**src/rtl/axis_fifo_drain_pkg.sv**
```systemverilog
`default_nettype none
// +--------------------------------------------------------------------------+
// | axis_fifo_drain_pkg : shared widths and defaults for the FIFO drain path |
// | Rev 1.0                                                                  |
// +--------------------------------------------------------------------------+
package axis_fifo_drain_pkg;
    localparam int DATA_W_DEF    = 16;
    localparam int FRAME_LEN_DEF = 8;
    localparam int FRAME_CNT_W   = 16;
    localparam int BEAT_W        = 16;
endpackage
`default_nettype wire

```
**src/rtl/axis_fifo_drain_stream_buf2.sv**
```systemverilog
`default_nettype none
// +--------------------------------------------------------------------------+
// | stream_buf2 : 2-entry in-order valid/ready buffer with occupancy output  |
// | Rev 1.0                                                                  |
// +--------------------------------------------------------------------------+
module stream_buf2 #(
    parameter int DATA_W = 16
) (
    input  logic              clk,
    input  logic              rst,
    input  logic              push,
    input  logic [DATA_W-1:0] push_data,
    input  logic              pop,
    output logic              valid,
    output logic [DATA_W-1:0] head_data,
    output logic [1:0]        occ
);
    logic [1:0]        occ_q, occ_d;
    logic [DATA_W-1:0] head_q, head_d;
    logic [DATA_W-1:0] tail_q, tail_d;
    logic [1:0]        w_kept;

    always_comb begin
        occ_d  = occ_q + {1'b0, push} - {1'b0, pop};
        head_d = head_q;
        tail_d = tail_q;
        w_kept = occ_q - {1'b0, pop};
        if (pop) begin
            head_d = tail_q;
        end
        // The incoming word lands in the first slot left free after the pop.
        if (push) begin
            if (w_kept == 2'd0) begin
                head_d = push_data;
            end else begin
                tail_d = push_data;
            end
        end
    end

    always_ff @(posedge clk or posedge rst) begin
        if (rst) begin
            occ_q  <= 2'd0;
            head_q <= '0;
            tail_q <= '0;
        end else begin
            occ_q  <= occ_d;
            head_q <= head_d;
            tail_q <= tail_d;
        end
    end

    always @(posedge clk) begin
        if (!rst) begin
            assert (!(push && !pop && occ_q == 2'd2));
        end
    end

    assign valid     = (occ_q != 2'd0);
    assign head_data = head_q;
    assign occ       = occ_q;
endmodule
`default_nettype wire

```
**src/rtl/axis_fifo_drain.sv**
```systemverilog
`default_nettype none
// +--------------------------------------------------------------------------+
// | axis_fifo_drain : pops the async FIFO read port into a framed stream     |
// | Rev 1.0                                                                  |
// +--------------------------------------------------------------------------+
module axis_fifo_drain
    import axis_fifo_drain_pkg::*;
#(
    parameter int DATA_W    = DATA_W_DEF,
    parameter int FRAME_LEN = FRAME_LEN_DEF
) (
    input  logic                   rd_clk,
    input  logic                   reset,
    input  logic                   drain_en,
    input  logic                   fifo_empty,
    output logic                   fifo_rd_en,
    input  logic [DATA_W-1:0]      fifo_rd_data,
    output logic                   m_tvalid,
    input  logic                   m_tready,
    output logic [DATA_W-1:0]      m_tdata,
    output logic                   m_tlast,
    output logic [FRAME_CNT_W-1:0] frame_cnt,
    output logic                   idle
);
    localparam logic [BEAT_W-1:0] C_LAST_BEAT = BEAT_W'(FRAME_LEN - 1);

    logic [1:0]             occ;
    logic                   inflight_q, inflight_d;
    logic [BEAT_W-1:0]      beat_q, beat_d;
    logic [FRAME_CNT_W-1:0] frame_cnt_q, frame_cnt_d;
    logic                   w_pop;
    logic                   w_rd_en;
    logic                   w_last_beat;
    logic [2:0]             w_backlog;

    always_comb begin
        w_pop       = m_tvalid && m_tready;
        // Words held or returning after this cycle's pop; a read is only
        // issued when its word is guaranteed a free slot on arrival.
        w_backlog   = {1'b0, occ} + {2'b00, inflight_q} - {2'b00, w_pop};
        w_rd_en     = !reset && drain_en && !fifo_empty && (w_backlog <= 3'd1);
        w_last_beat = (beat_q == C_LAST_BEAT);
        inflight_d  = w_rd_en;
        beat_d      = beat_q;
        frame_cnt_d = frame_cnt_q;
        if (w_pop) begin
            if (w_last_beat) begin
                beat_d      = '0;
                frame_cnt_d = frame_cnt_q + 1'b1;
            end else begin
                beat_d      = beat_q + 1'b1;
            end
        end
    end

    always_ff @(posedge rd_clk or posedge reset) begin
        if (reset) begin
            inflight_q  <= 1'b0;
            beat_q      <= '0;
            frame_cnt_q <= '0;
        end else begin
            inflight_q  <= inflight_d;
            beat_q      <= beat_d;
            frame_cnt_q <= frame_cnt_d;
        end
    end

    stream_buf2 #(
        .DATA_W (DATA_W)
    ) u_buf (
        .clk       (rd_clk),
        .rst       (reset),
        .push      (inflight_q),
        .push_data (fifo_rd_data),
        .pop       (w_pop),
        .valid     (m_tvalid),
        .head_data (m_tdata),
        .occ       (occ)
    );

    assign fifo_rd_en = w_rd_en;
    assign m_tlast    = m_tvalid && w_last_beat;
    assign frame_cnt  = frame_cnt_q;
    assign idle       = (occ == 2'd0) && !inflight_q;
endmodule
`default_nettype wire

```
**config.mk**
```make
export PLATFORM = sky130hd
export DESIGN_NAME = axis_fifo_drain
export DESIGN_NICKNAME = d
export VERILOG_FILES = /design/src/rtl/axis_fifo_drain_pkg.sv /design/src/rtl/axis_fifo_drain_stream_buf2.sv /design/src/rtl/axis_fifo_drain.sv
export SDC_FILE = /design/constraint.sdc
export NUM_CORES = 1
export LEC_CHECK = 0
export ABC_AREA = 1
export BUFFER_PORTS_ARGS = -buffer_cell sky130_fd_sc_hd__buf_4
export CORE_MARGIN = 3
export CORE_UTILIZATION = 51
export DETAILED_ROUTE_END_ITERATION = 16
export GPL_TIMING_DRIVEN = 0
export HOLD_SLACK_MARGIN = 0.15
export PLACE_DENSITY = 0.76
export SYNTH_ARGS = -nofsm -noshare
export SYNTH_HDL_FRONTEND = slang
export SYNTH_SLANG_ARGS = --single-unit
export TNS_END_PERCENT = 20
```
**constraint.sdc**
```tcl
create_clock -name rd_clk -period 3.4 [get_ports rd_clk]
set_clock_uncertainty 0.15 [all_clocks]
set_input_delay 0.85 -clock rd_clk [delete_from_list [all_inputs] [get_ports rd_clk]]
set_output_delay 0.85 -clock rd_clk [all_outputs]
set_load 0.02 [all_outputs]
```
# Word level (Yosys, flattened, before mapping)
# Index checks and enable logic that the tools add are counted.
# classes
add_sub_neg,7
order_cmp,1
n_eq_ne,1
muxes,4
bitwise,1
n_reduce_logical,14
# op_table
operator,count
16-bit two-way mux,4
"16-bit by 1-bit adder with 16-bit output, second input constant",2
"16-bit by 3-bit == test with 1-bit output, second input constant",1
1-bit logical AND,6
2-bit logical NOT,2
2-bit AND reduction,2
2-bit by 1-bit subtractor with 2-bit output,2
2-bit by 1-bit adder with 3-bit output,1
"3-bit by 1-bit <= comparator with 1-bit output, second input constant",1
1-bit logical NOT,3
3-bit by 1-bit subtractor with 3-bit output,1
2-bit by 1-bit adder with 2-bit output,1
2-bit nonzero test,1
1-bit inverter,1
# word_totals
register_bits,67
inputBits,21
output_inout_bits,36
wordCells,34

# Logic depth before layout (Yosys ltp)
# Gate-level depths: netlist (run 1).
# logic_depth
depth_word,6
mapped_depth,10
ltp_nobuf,9

# Modules after synthesis
# Synthesis (run 1) repeated with hierarchy kept, for this count alone.
# hier_totals
cells_unflattened,483
area_unflattened_um2,3691.0
# modules_own_cells
mod,n_inst,cells_each,area_per_inst_um2,seq_area_each_um2
axis_fifo_drain,1,274,2014.4,825.8
stream_buf2,1,209,1676.6,850.8

# Worst setup path before layout (run 1)
# Ideal clock, no wire load.
# synth_timing
kind,input-to-output
start,input port reset
end,output port fifo_rd_en
arrival_time_ps,3149
required_time_ps,2400
slack_ps,-749
cell_stages,3
n_path_buf,0
cell_sequence,inv_1 nand2_1 nor4_1
# synth_via
elab_chain_len,4
# synth_rtl
element,line,text
"start, declared",axis_fifo_drain.sv:13,"input logic reset,"
1-bit logical NOT (no source line),n/a,
1-bit logical AND (3 in a row),axis_fifo_drain.sv:41,w_rd_en = !reset && drain_en && !fifo_empty && (w_backlog <= 3'd1);
"end, declared",axis_fifo_drain.sv:16,"output logic fifo_rd_en,"
# No other way between the ends.

# Final worst setup path (run 1)
# layout_timing
start,input port m_tready
end,output port fifo_rd_en
# layout_via
elab_chain_len,4
# layout_rtl
element,line,text
"start, declared",axis_fifo_drain.sv:19,"input logic m_tready,"
1-bit logical AND,axis_fifo_drain.sv:37,w_pop = m_tvalid && m_tready;
3-bit by 1-bit subtractor with 3-bit output,axis_fifo_drain.sv:40,"w_backlog = {1'b0, occ} + {2'b00, inflight_q} - {2'b00, w_pop};"
3-bit by 1-bit <= comparator with 1-bit output,axis_fifo_drain.sv:41,
1-bit logical AND,axis_fifo_drain.sv:41,
# No other way between the ends.

==> results.cfg, run 1 <==
[yosys]
ys_types = 29
syn_area_per_cell_um2 = 7.68
synthAdderAreaFrac = 0.0198
synth_compound_area_frac = 0.0623
syn_nets = 486
yosysTopAreaCell = dfrtp_1
syn_area_um2 = 3530
synthMuxAreaShare = 0
netlist_instances = 460
synth_top_area_frac = 0.475
synth_top_family_by_area = simple AND/OR/NAND/NOR gates
yosys_warnings = 0
synth-seq-cells = 67
yosys-top-cells-area = dfrtp_1, nand2_1, inv_1
ys_seq_area_frac = 0.475
synth-simple-area-share = 0.327
yosys.area_share.xor_xnor = 0.0372

[floorplan]
dieArea_um2 = 7960
io_pins = 57
rows = 29
die_h_um = 89.2
start_util = 0.541
fp.coreArea_um2 = 6530
die_w_um = 89.2

[power_and_ir_drop]
power_density_nw_per_um2 = 689
combPwrFrac = 0.344
swShare = 0.369
p_leak_nw = 2.25
pwr-share-seq = 0.403
total_power_mw = 2.98
p_switching_mw = 1.10
peakVddDrop_uv = 518
clkPwrFrac = 0.253
intPower_mw = 1.88

[flow_run]
cap_violations = 0

[global_routing]
grt.total_usage = 0.202
grt_max_degree = 41
antenna_found_initial = 0
grt_pass1_wl_um = 12500
grt_pass1_vias = 2841
grt.overflow.total = 0

[setup_path]
worstPathMaxFanout = 2
arrival_ps = 2360
path_class = in -> out
ff2ff_path_depth = 8
crit_required_ps = 2400
setup.worst_path.end_class = output pin
crit_path_start_kind = primary input

[placement]
io_buffers = 56
dpl.hpwl_um = 5380
gp_congestion = 0.917

[clock_network]
cts_made_buffers = 9
clk_pin_slew_ps = 70
clock-sinks = 67
cts-root-buf = clkbuf_8
clk_latency_ps = 350
cts_tree = built
htree_levels = 3
clock_path_buffers = 2

[layout]
final_cell_mix = nand2_1, dfrtp_1, buf_4
final-seq-area_um2 = 1680
nNetsFinal = 557
antennaDiodeCount = 0
fill_cells = 561
mostFrequentLayoutCell = nand2_1
drive_gt1_frac = 0.222
multi_input_area_um2 = 1590
area_growth_pct = 22.6

[timing]
fin_crit_ps = 3360
slew_headroom = 0.555
final-setup-viol-count = 0
hold_viol_final = 0
fin_crit_sh = 0.989
fmax_mhz = 297
report.final.slew_viol_count = 0
tightest_slew_ps = 664
fin_tns_setup_ps = 0
hold_slack_ps = 337

[detailed_routing]
routedWlPerCell_um = 12.3
dr.pass1.iters = 4
vias = 3032
totalWireLength_um = 7570
first_iter_violations = 183
vias_per_cell = 4.95
drc = 0
ant_nets = 0

[hold_path]
hold_class = reg -> reg
holdPathStages = 2

[status]
outcome = complete, no violations
[metal layers]
layer	track usage	up-vias	share of wire
met5	0	-	0
met4	0.0690	0	0.015
met3	0.0341	11	0.041
met2	0.334	69	0.47
met1	0.271	1377	0.47
li1	-	1575	-
[critical path, stage by stage]
cell	delay, ps
buf_4	130
inv_4	60
nor2_4	40
nand2_2	70
nand2_1	50
ha_2	170
fa_1	480
nor4_2	310
buf_4	200
[layout make-up]
cell class	instances	share of cell area
Clock buffer	9	0.0286
Tap cell	77	0.0222
Timing Repair inverter	1	0.00116
Multi-Input combinational cell	332	0.367
Sequential cell	67	0.387
Buffer	14	0.0237
Timing Repair Buffer	59	0.105
Clock inverter	7	0.0228
Inverter	47	0.0422
[cells in the mapped netlist]
cell	number
nand2_1	177
xor2_1	6
nand2_2	15
xnor2_1	9
nand4_2	1
nor2_4	1
clkbuf_1	1
ha_1	4
nor4_1	1
o22ai_1	1
o21bai_1	1
a31oi_1	1
nand4_1	10
nand3_4	1
nor2_2	6
buf_6	5
inv_2	2
nand3_1	22
nor3_1	1
buf_4	1
nand3b_1	2
dfrtp_1	67
nor2_1	32
inv_1	45
buf_2	6
o21ai_0	23
clkbuf_2	1
o21ai_1	17
fa_1	1
[sequential cells by signal, indices dropped and copies added, names as in the netlist]
signal           flops
beat_q              16
frame_cnt           16
u_buf.head_data     16
u_buf.tail_q        16
u_buf.occ            2
inflight_q           1
[what timing repair did]
| action | CTS | global route |
|---|---|---|
| setup endpoints to repair | 1 | 1 |
| pin swaps | 4 | 2 |
| resized for setup | 2 | 2 |
| cloned | 0 | 1 |
| endpoints found under the hold margin | 0 | 0 |
| setup buffers | 1 | 1 |
| hold buffers | 0 | 0 |
[stage by stage]
step	worst slack [ps]	instance area (um2)	cells	util
floorplan	84.1	3540	460	-
global placement	-358	4060	593	0.622
detailed placement	-45.5	4080	594	0.625
CTS	11.9	4310	611	0.660
global route	-6.27	4330	613	0.663
finish	36.4	4330	613	0.663
[power groups by stage]
stage	sequential (mW)	combinational, mW	clock (mW)
final	1.20	1.03	0.754
after global routing	1.23	1.16	0.801
after CTS	1.20	1.03	0.768
after detailed placement	1.21	1.02	0
after global placement	1.21	0.988	0
after floorplan	1.30	0.573	0
[cells by family after synthesis]
family	Yosys count
AO/OA/AOI/OAI	43
XOR/XNOR	15
flip-flops	67
adder cells (fa/ha/maj)	5
AND/OR/NAND/NOR	269
buffers and inverters	61
[worst paths after layout]
path,start,to,slack [ps]
worst max-delay path,m_tready,fifo_rd_en,40
worst min-delay path,u_buf.tail_q[1],u_buf.tail_q[1],340
worst max register to register,u_buf.occ[1],inflight_q,1270
worst min register to register,u_buf.tail_q[1],u_buf.tail_q[1],340
max in group asynchronous,reset,beat_q[3],2250
min in group asynchronous,reset,beat_q[8],350
Note: power is estimated with default switching activity, not from simulation.
==> inputs of run 2 (changes only) <==
--- a/config.mk
+++ b/config.mk
@@ -12,7 +12,7 @@
 export DETAILED_ROUTE_END_ITERATION = 16
 export GPL_TIMING_DRIVEN = 0
 export HOLD_SLACK_MARGIN = 0.15
-export PLACE_DENSITY = 0.76
+export PLACE_DENSITY_LB_ADDON = 0.05
 export SYNTH_ARGS = -nofsm -noshare
 export SYNTH_HDL_FRONTEND = slang
 export SYNTH_SLANG_ARGS = --single-unit
==> run 2 against run 1 <==
  * Combinational power about the same
  * Setup slack better by 37 ps
  * Clock power fell by 13%
  * Sequential power about the same
==> results.cfg, run 2 (synthesis gave the netlist of run 1 again) <==
[status]
outcome = complete, no violations

[layout]
area_growth_pct = 22.4
fin_area_um2 = 4330
final_cell_mix = nand2_1, dfrtp_1, buf_4
mostFrequentLayoutCell = nand2_1
fin_cells = 614
final_util = 0.662
nNetsFinal = 558
drive_gt1_frac = 0.225
antennaDiodeCount = 0
fill_cells = 594

[hold_path]
hold_start = u_buf.tail_q[2]
hold_end = u_buf.tail_q[2]
hold_class = reg -> reg
holdPathStages = 2

[floorplan]
die_h_um = 89.2
die_w_um = 89.2
rows = 29
start_util = 0.541
dieArea_um2 = 7960
fp.coreArea_um2 = 6530
io_pins = 57

[global_routing]
grt.total_usage = 0.207
grt_pass1_wl_um = 12800
grt_max_degree = 43
grt_pass1_vias = 2858
antenna_found_initial = 0
grt.overflow.total = 0

[placement]
place_ws_ps = -56.4
post_dp_cell_area_um2 = 4080
io_buffers = 56
gp_congestion = 0.863
placed_cells = 594
dpl.hpwl_um = 5540

[clock_network]
cts_made_buffers = 9
cts-root-buf = clkbuf_8
htree_levels = 3
clock-sinks = 67
clock_path_buffers = 2
clk_latency_ps = 340
cts_tree = built
clk_pin_slew_ps = 70

[setup_path]
path_class = in -> out
path_buf_inv = 3
path_cells = buf_8 > inv_4 > nor2_4 > nand2_2 > nand2_1 > ha_2 > fa_1 > nor4_2 > buf_4
ff2ff_path_depth = 11
reg2reg_slack_ps = 1370
cp_slowest_cell = fa_1
cpPeakStageDelay_ps = 500
crit_required_ps = 2400
setup.worst_path.end_class = output pin
crit_path_start_kind = primary input
reg2reg_to = u_buf.tail_q[7]
worstPathMaxFanout = 2
r2r-start = u_buf.occ[1]
path_delay_family = adder cells
arrival_ps = 2330

[timing]
hold_slack_ps = 343
report.final.slew_viol_count = 0
fin_crit_ps = 3330
fin_tns_setup_ps = 0
hold_viol_final = 0
final-setup-viol-count = 0
slew_headroom = 0.573
fmax_mhz = 301
worst_slack_ps = 73.6
fin_crit_sh = 0.978
tightest_slew_ps = 636

[detailed_routing]
dr.pass1.iters = 4
ant_nets = 0
drc = 0
totalWireLength_um = 7850
routedWlPerCell_um = 12.8
vias = 3029
vias_per_cell = 4.93
first_iter_violations = 136

[power_and_ir_drop]
p_leak_nw = 2.24
peakVddDrop_uv = 479
power_density_nw_per_um2 = 674
total_power_mw = 2.92

[flow_run]
cap_violations = 0
==> run 2: cell count changes in the layout (fill, tap and decap cells not counted), sizes merged <==
cell	before	now
clkinv	1	4
inv	49	46
buf	71	72
bufinv	2	1
clkinvlp	3	4
==> run 2: tightest hold or removal path, cell delays in order (launching register included) <==
cell and delay [ps]:
dfrtp_1 350, nand2_1 50, o21ai_1 60
==> run 2: final cells by class <==
cell class              instances  area, um2  area share
multi-input cells             332       1600       0.370
well taps                      77       96.3      0.0223
repair inverters                1       5.00     0.00116
flip-flops and latches         67       1680       0.388
inverters                      47        183      0.0422
clock inverters                 7       68.8      0.0159
plain buffers                  14        103      0.0237
clock buffers                   9        124      0.0286
repair buffers                 60        470       0.109
==> run 2: what timing repair did <==
action / 4_1_cts / 5_1_grt
setup endpoints to repair: 1 / 1
endpoints found under the hold margin: 0 / 0
pin swaps: 3 / 4
hold buffers: 0 / 0
buffers inserted: 2 / 1
gates resized for setup: 5 / 3
cloned: 0 / 1
==> run 2: how the worst max path moves through the flow <==
| stage | startpoint | to | slack (ps) | cells past startpoint |
|---|---|---|---|---|
| after CTS | m_tready | fifo_rd_en | 20 | 9 |
| after global placement | reset | fifo_rd_en | -400 | 5 |
| after floorplan | m_tready | fifo_rd_en | 80 | 7 |
| after global routing | m_tready | fifo_rd_en | -10 | 9 |
| final | m_tready | fifo_rd_en | 70 | 9 |
| after detailed placement | m_tready | fifo_rd_en | -60 | 9 |
==> run 2: power by group <==
part           switching, mW  internal [mW]
Combinational          0.609          0.445
Clock                  0.320          0.336
Sequential             0.168           1.04
==> run 2: per-layer routing <==
layer,GRT usage,vias up,wire [um]
li1,-,1577,-
met1,0.275,1381,3650
met2,0.336,66,3750
met3,0.0461,5,385
met4,0.0690,0,57
met5,0,-,0
